File: src/rtl/lidar_frame_proc.sv
// LiDAR frame parser: locks onto the 0x55 0xAA header, parses NUM_SAMPLES
// 16-bit distances plus an XOR checksum, and hands the 48-bit max/min-angle
// and obstacle result to the UART transmitter over the flashin/flashout handshake.
module lidar_frame_proc #(
  parameter int unsigned NUM_SAMPLES = 8,
  parameter int unsigned ANGLE_STEP  = 45,
  parameter int unsigned OBS_THRESH  = 300,
  parameter int unsigned TX_TIMEOUT  = 255
) (
  input  logic        clock,
  input  logic        reset,
  input  logic [7:0]  rx_byte,
  input  logic        rx_valid,
  input  logic        tx_busy,
  output logic [15:0] lidar_header,
  output logic [47:0] data,
  output logic        flashin,
  output logic        flashout,
  output logic        frame_err,
  output logic        tx_timeout,
  output logic        busy
);

  localparam int unsigned IDX_W = (NUM_SAMPLES > 1) ? $clog2(NUM_SAMPLES) : 1;
  localparam int unsigned CNT_W = $clog2(TX_TIMEOUT + 1);
  localparam logic [IDX_W-1:0] LAST_IDX = IDX_W'(NUM_SAMPLES - 1);
  localparam logic [CNT_W-1:0] TMO_LAST = CNT_W'(TX_TIMEOUT - 1);
  localparam logic [CNT_W-1:0] LOAD_LAST = CNT_W'(1);
  localparam logic [15:0] THRESH = 16'(OBS_THRESH);

  typedef enum logic [2:0] {
    S_HDR1, S_HDR2, S_MSB, S_LSB, S_CSUM, S_LOAD, S_GAP, S_SEND
  } state_t;

  state_t           r_state;
  state_t           w_next;
  logic             w_frame_err;
  logic             w_tx_timeout;

  logic [IDX_W-1:0] r_idx;
  logic [7:0]       r_msb;
  logic [7:0]       r_csum;
  logic             r_any;
  logic [15:0]      r_max_d;
  logic [15:0]      r_min_d;
  logic [IDX_W-1:0] r_max_idx;
  logic [IDX_W-1:0] r_min_idx;
  logic [CNT_W-1:0] r_cnt;
  logic             r_seen;
  logic [47:0]      r_data;
  logic             r_flashin;
  logic             r_flashout;
  logic             r_frame_err;
  logic             r_tx_timeout;
  logic             r_busy;

  logic [15:0]      w_dist;
  logic             w_upd_max;
  logic             w_upd_min;
  logic [15:0]      w_max_angle;
  logic [15:0]      w_min_angle;
  logic [15:0]      w_alert;

  assign lidar_header = 16'h55AA;
  assign data         = r_data;
  assign flashin      = r_flashin;
  assign flashout     = r_flashout;
  assign frame_err    = r_frame_err;
  assign tx_timeout   = r_tx_timeout;
  assign busy         = r_busy;

  // Distance being completed this cycle and whether it moves a tracker (0 is invalid)
  assign w_dist    = {r_msb, rx_byte};
  assign w_upd_max = (w_dist != 16'd0) && (!r_any || (w_dist > r_max_d));
  assign w_upd_min = (w_dist != 16'd0) && (!r_any || (w_dist < r_min_d));

  // Result fields; a frame with no valid sample reports 0xFFFF angles and no alert
  assign w_max_angle = r_any ? 16'(32'(r_max_idx) * ANGLE_STEP) : 16'hFFFF;
  assign w_min_angle = r_any ? 16'(32'(r_min_idx) * ANGLE_STEP) : 16'hFFFF;
  assign w_alert     = (r_any && (r_min_d < THRESH)) ? 16'h0001 : 16'h0000;

  // State register
  always_ff @(posedge clock) begin
    if (!reset) r_state <= S_HDR1;
    else        r_state <= w_next;
  end

  // Next-state logic and single-cycle event strobes
  always_comb begin
    w_next       = r_state;
    w_frame_err  = 1'b0;
    w_tx_timeout = 1'b0;
    case (r_state)
      S_HDR1: if (rx_valid && (rx_byte == 8'h55)) w_next = S_HDR2;
      S_HDR2: begin
        if (rx_valid) begin
          if (rx_byte == 8'hAA)      w_next = S_MSB;
          else if (rx_byte != 8'h55) w_next = S_HDR1;
        end
      end
      S_MSB:  if (rx_valid) w_next = S_LSB;
      S_LSB:  if (rx_valid) w_next = (r_idx == LAST_IDX) ? S_CSUM : S_MSB;
      S_CSUM: begin
        if (rx_valid) begin
          if (rx_byte == r_csum) begin
            w_next = S_LOAD;
          end else begin
            w_next      = S_HDR1;
            w_frame_err = 1'b1;
          end
        end
      end
      S_LOAD: if (r_cnt == LOAD_LAST) w_next = S_GAP;
      S_GAP:  w_next = S_SEND;
      S_SEND: begin
        if (r_seen && !tx_busy) begin
          w_next = S_HDR1;
        end else if (r_cnt == TMO_LAST) begin
          w_next       = S_HDR1;
          w_tx_timeout = 1'b1;
        end
      end
      default: w_next = S_HDR1;
    endcase
  end

  // Payload accumulators, result register and registered handshake outputs
  always_ff @(posedge clock) begin
    if (!reset) begin
      r_idx        <= '0;
      r_msb        <= '0;
      r_csum       <= '0;
      r_any        <= 1'b0;
      r_max_d      <= '0;
      r_min_d      <= '0;
      r_max_idx    <= '0;
      r_min_idx    <= '0;
      r_cnt        <= '0;
      r_seen       <= 1'b0;
      r_data       <= '0;
      r_flashin    <= 1'b0;
      r_flashout   <= 1'b0;
      r_frame_err  <= 1'b0;
      r_tx_timeout <= 1'b0;
      r_busy       <= 1'b0;
    end else begin
      // Per-state cycle counter, restarted on every state change
      r_cnt <= (w_next != r_state) ? '0 : r_cnt + CNT_W'(1);

      if (r_state != S_SEND) r_seen <= 1'b0;
      else if (tx_busy)      r_seen <= 1'b1;

      case (r_state)
        S_HDR2: begin
          if (rx_valid && (rx_byte == 8'hAA)) begin
            r_idx     <= '0;
            r_csum    <= '0;
            r_any     <= 1'b0;
            r_max_d   <= '0;
            r_min_d   <= '0;
            r_max_idx <= '0;
            r_min_idx <= '0;
          end
        end
        S_MSB: begin
          if (rx_valid) begin
            r_msb  <= rx_byte;
            r_csum <= r_csum ^ rx_byte;
          end
        end
        S_LSB: begin
          if (rx_valid) begin
            r_csum <= r_csum ^ rx_byte;
            if (w_upd_max) begin
              r_max_d   <= w_dist;
              r_max_idx <= r_idx;
            end
            if (w_upd_min) begin
              r_min_d   <= w_dist;
              r_min_idx <= r_idx;
            end
            if (w_dist != 16'd0) r_any <= 1'b1;
            if (r_idx != LAST_IDX) r_idx <= r_idx + IDX_W'(1);
          end
        end
        S_CSUM: begin
          if (rx_valid && (rx_byte == r_csum)) r_data <= {w_max_angle, w_min_angle, w_alert};
        end
        default: ;
      endcase

      r_flashin    <= (w_next == S_LOAD);
      r_flashout   <= (w_next == S_SEND);
      r_busy       <= (w_next == S_LOAD) || (w_next == S_GAP) || (w_next == S_SEND);
      r_frame_err  <= w_frame_err;
      r_tx_timeout <= w_tx_timeout;
    end
  end

endmodule

File: config.mk
export PLATFORM = sky130hd
export DESIGN_NAME = lidar_frame_proc
export DESIGN_NICKNAME = d
export VERILOG_FILES = /design/src/rtl/lidar_frame_proc.sv
export SDC_FILE = /design/constraint.sdc
export NUM_CORES = 1
export LEC_CHECK = 0
export BUFFER_PORTS_ARGS = -buffer_cell sky130_fd_sc_hd__buf_2
export CAP_MARGIN = 10
export CORE_UTILIZATION = 50
export DETAILED_ROUTE_END_ITERATION = 8
export PLACE_DENSITY = 0.71
export SKIP_CTS_REPAIR_TIMING = 1
export SLEW_MARGIN = 10
export SYNTH_ARGS = -nofsm -noshare
export SYNTH_HDL_FRONTEND = slang
export SYNTH_SLANG_ARGS = --single-unit
File: constraint.sdc
create_clock -name clock -period 6 [get_ports clock]
set_clock_uncertainty 0.2 [all_clocks]
set_input_delay 0.3 -clock clock [delete_from_list [all_inputs] [get_ports clock]]
set_output_delay 0.3 -clock clock [all_outputs]
set_load 0.02 [all_outputs]
; After elaboration in Yosys (flattened, before gate mapping)
; Cells that the tools add are included.
; Widths: inputs -> output; s select.
[totals]
output_inout_bits = 69
elab_cells = 125
ff_bits = 123
input_bits = 12
[op_classes]
n_lt_le_gt_ge = 3
n_eq_ne = 27
bitwise = 3
n_mul = 2
reduce_logical = 29
n_addsub = 2
muxes = 42
[op_table]
columns = op, count
row1 = $mux 16, 7
row2 = $pmux 16 s2, 2
row3 = $mux 3, 19
row4 = $eq 3x3->1 const B, 8
row5 = $pmux 3 s8, 1
row6 = $mul 3x6->9 const B, 2
row7 = $pmux 3 s2, 3
row8 = $eq 8x8->1 const B, 2
row9 = $gt 16x16->1, 1
row10 = $lt 16x16->1, 1
row11 = $lt 16x9->1 const B, 1
row12 = $mux 8, 2
row13 = $pmux 8 s2, 1
row14 = $reduce_and 4->1, 4
row15 = $reduce_bool 16->1, 1
row16 = $ne 2x2->1 const B, 6
row17 = $add 8x1->8 const B, 1
row18 = $eq 8x1->1 const B, 1
row19 = $eq 8x7->1 const B, 1
row20 = $eq 8x8->1, 1
row21 = $ne 8x7->1 const B, 1
row22 = $xor 8x8->8, 1
row23 = $logic_and 1x1->1, 7
row24 = $eq 3x2->1 const B, 2
row25 = 16 further kinds, 32

; Longest topological paths before layout
[logic_depth]
ltp_word = 8
mapped_depth = 11
mapped_depth_nobuf = 8

; Worst setup path before layout
; No wires, ideal clock.
[synth_path]
kind = flip-flop to flip-flop
from = register r_msb[5]
to = register r_max_d[0]
path_slack_ns = 3.420
required_ns = 5.728
period_less_slack_ns = 2.580
setup_ns = 0.072
path_buffers = 2
arrival_time_ns = 2.309
path_stages_with_launch = 10
cell_sequence = dfxtp_1 ha_1 a21o_1 a21o_1 a211o_1 or4_1 o311ai_2 buf_6 buf_12 mux2i_1
[synth_between]
elab_chain_cells = 5
word_cells_on_any_way = 6
classes_between = 1 x order compare / 1 x eq/ne / 4 x reduce/logical
[synth_lines]
columns = item, line
row1 = from (decl), 41  ; logic [7:0] r_msb;
row2 = from (signal assigned), 167  ; r_msb <= rx_byte;
row3 = $gt 16x16->1, 74  ; assign w_upd_max = (w_dist != 16'd0) && (!r_any || (w_dist > r_max_d));
row4 = $logic_or 1x1->1, 74
row5 = $logic_and 1x1->1 *, 74
row6 = $ne 2x2->1 (no source line) *, --
row7 = $reduce_and 4->1 (no source line) *, --
row8 = to (signal assigned), 175  ; r_max_d <= w_dist;
row9 = to (decl), 44  ; logic [15:0] r_max_d;
; Every way passes the cells marked *; elsewhere a longest branch is shown, timed or not.
; A chain may end at the register's enable or synchronous reset.

; Final worst setup path
[layout_path]
from = register r_any
to = register r_max_d[3]
[layout_between]
elab_chain_cells = 5
[layout_lines]
columns = item, line
row1 = from (decl), 43  ; logic r_any;
row2 = from (signal assigned), 133  ; r_any <= 1'b0;
row3 = from (signal assigned), 158  ; r_any <= 1'b0;
row4 = from (signal assigned), 182  ; if (w_dist != 16'd0) r_any <= 1'b1;
row5 = $logic_not 1->1, 74
row6 = $logic_or 1x1->1, 74
row7 = $logic_and 1x1->1, 74
row8 = $ne 2x2->1 (no source line), --
row9 = $reduce_and 4->1 (no source line), --
; No other way between the ends.

==> impl_metrics.json <==
{
  "hpwl_mm": 9.302,
  "numCtsBuffers": 9,
  "crit_path_start_kind": "flip-flop",
  "rsz0062_at_grt": "no",
  "fp-row-count": 38,
  "clock.fmax_ghz": 0.3202,
  "cellPowerDensity_nw_per_um2": 223.4,
  "yosysWarnings": 0,
  "grt_util_all_layers_pct": 23.13,
  "vias_per_cell": 5.758,
  "min_path_type": "in -> reg",
  "die_area_um2": 11850,
  "fin_hold_ws_ps": 43.83,
  "period_share_pct": 52.05,
  "diodes": 0,
  "avgSynthCellArea_um2": 8.449,
  "firstDrtPassIters": 5,
  "whs_path_depth": 3,
  "setup_tns_ps": 0,
  "netlist_area_um2": 5712,
  "min_period_ps": 3123,
  "maxCapViolations": 0,
  "finalHoldViolCount": 0,
  "dr_total_vias": 4745,
  "die-width_um": 108.9,
  "fill_cells": 1003,
  "synth_top_area_cell": "dfxtp_1",
  "fin_nets": 744,
  "final_max_slew_viol_count": 0,
  "ios": 81,
  "drt-initial-drc-count": 354,
  "drc": 0,
  "ant_nets": 0,
  "synth_top_cell_area_share_pct": 33.30,
  "postLayoutCoreUtil_pct": 55.46,
  "ys_top_cells_by_area": "dfxtp_1 (33%), ha_1 (11%), buf_4 (5.8%)",
  "path_max_fanout": 24,
  "worstSetupEndpointType": "flip-flop",
  "ys_ff_latch": 95,
  "cts_buffer_depth": 2,
  "critPathKind": "reg -> reg",
  "syn_to_final_growth_pct": 6.637,
  "finalWirelength_mm": 13.05,
  "r2r_cells": 6,
  "synth_cell_types": 60,
  "syn_inst": 676,
  "clk_pin_slew_ps": 70,
  "core_um2": 10980,
  "drive_above_1_share_pct": 12.43,
  "grt_pass1_vias": 4394,
  "grt_util_met3_pct": 4.901,
  "slew_headroom_pct": 36.66,
  "setup_viol": 0,
  "critPathArrivalTime_ps": 3200,
  "finalPower_w": 0.001361,
  "cts-root-buf": "clkbuf_16",
  "gr-usage-met1_pct": 28.91,
  "ir_drop_mv": 0.1886,
  "ys_seq_area_share_pct": 33.30,
  "status": "finished clean",
  "use_met2_pct": 38.90,
  "initial_core_util_pct": 52.01,
  "required_ps": 6080,
  "gp_congestion": 0.9250,
  "async_reset_ff_share_pct": 0,
  "grt_antenna_before_repair": 0,
  "grt_pass1_wl_mm": 21.12,
  "grt_max_degree": 46,
  "grt_most_used_layer": "met2",
  "grt_remaining_overflow": 0,
  "die_h_um": 108.9,
  "port_buffers": 49,
  "wl_per_cell_um": 15.84,
  "worst_pin_slew_ps": 949.1,
  "cts_max_level": 3,
  "leakage_nw": 2.490,
  "clock_latency_ps": 360,
  "cts_sinks": 95,
  "cts_tree": "done",
  "synth_ff_type": "dfxtp_1",
  "synth_edf_count": 0
}
-- synth_stat cells, drive strengths merged (5+ instances only) --
cell and count:
a31oi 7, a21o 9, nand3b 7, nand2 35, clkbuf 27, a311oi 14, mux2i 24, xnor2 12
nor2 48, nand4 30, nor2b 5, dfxtp 95, a21oi 54, nor3 8, or4 5, inv 48
ha 50, buf 62, o21ai 48, nand3 26, xor2 9
-- metal layers --
metal | routed length, um | share of wire, %
met4 | 225 | 1.7
met1 | 5665 | 43
met5 | 0 | 0
met2 | 6314 | 48
met3 | 846 | 6.5
-- final cells by class --
cell class                 instances  area (um2)  share of cell area, %
multi-input combinational        471        3214                  52.77
sequential                        95        1902                  31.22
timing repair buffer              53       275.3                  4.519
clock buffer                      10       229.0                  3.759
inverter                          50       187.7                  3.081
tap                              140       175.2                  2.876
clock inverter                     5       107.6                  1.767
-- power by group --
part	switching, W	total (W)	internal (W)
Clock	0.000246	0.000653	0.000406
Combinational	0.0000560	0.0000728	0.0000169
Sequential	0.00000292	0.000635	0.000632
Total	0.000305	0.00136	0.00106
-- path summary, 6_finish.rpt --
path | start | end | slack (ps)
worst max register to register | r_any | r_max_d[3] | 2880
worst min-delay path | tx_busy | r_seen | 40
worst min register to register | r_max_d[12] | r_max_d[12] | 260
worst max-delay path | r_any | r_max_d[3] | 2880
-- critical path, stage by stage (launching register included) --
cell and delay (ps):
dfxtp_1 930, nand4b_1 290, a211o_1 340, or4_1 560, o311ai_4 90, buf_4 370
mux2i_1 250
-- logic make-up after synthesis --
group	after synthesis	synth area share, %
multiplexers	25	4.666
buffers and inverters	139	12.79
flip-flops	95	33.30
adder cells (fa/ha/maj)	52	11.65
AO/OA/AOI/OAI	151	16.39
XOR/XNOR	21	3.220
AND/OR/NAND/NOR	191	17.85
other	2	0.1315
-- state kept, by name (all words and copies together) (netlist names), 3 cells and up --
register   flops
data          20
r_cnt          8
r_csum         8
r_idx          3
r_max_d       16
r_max_idx      3
r_min_d       16
r_min_idx      3
r_msb          8
r_state        3
-- cell usage in the layout, fill, tap and decap left out, types with 17 or more instances in the layout --
cell type,instances
nand4_1,30
ha_1,50
o21ai_1,31
conb_1,31
mux2i_1,23
o21ai_0,17
nand2_1,35
a21oi_1,54
nand3_1,26
dfxtp_1,95
buf_2,49
nor2_1,47
inv_1,47
-- stage by stage --
stage | worst slack, ps | instance area [um2] | instances
6_report | 2877 | 6091 | 824
5_1_grt | 2695 | 6091 | 824
4_1_cts | 2897 | 6085 | 824
3_5_place_dp | 2902 | 5748 | 809
3_3_place_gp | 2980 | 5748 | 809
2_1_floorplan | 3420 | 5821 | 705
No activity file was read; power rests on OpenSTA's default activity.
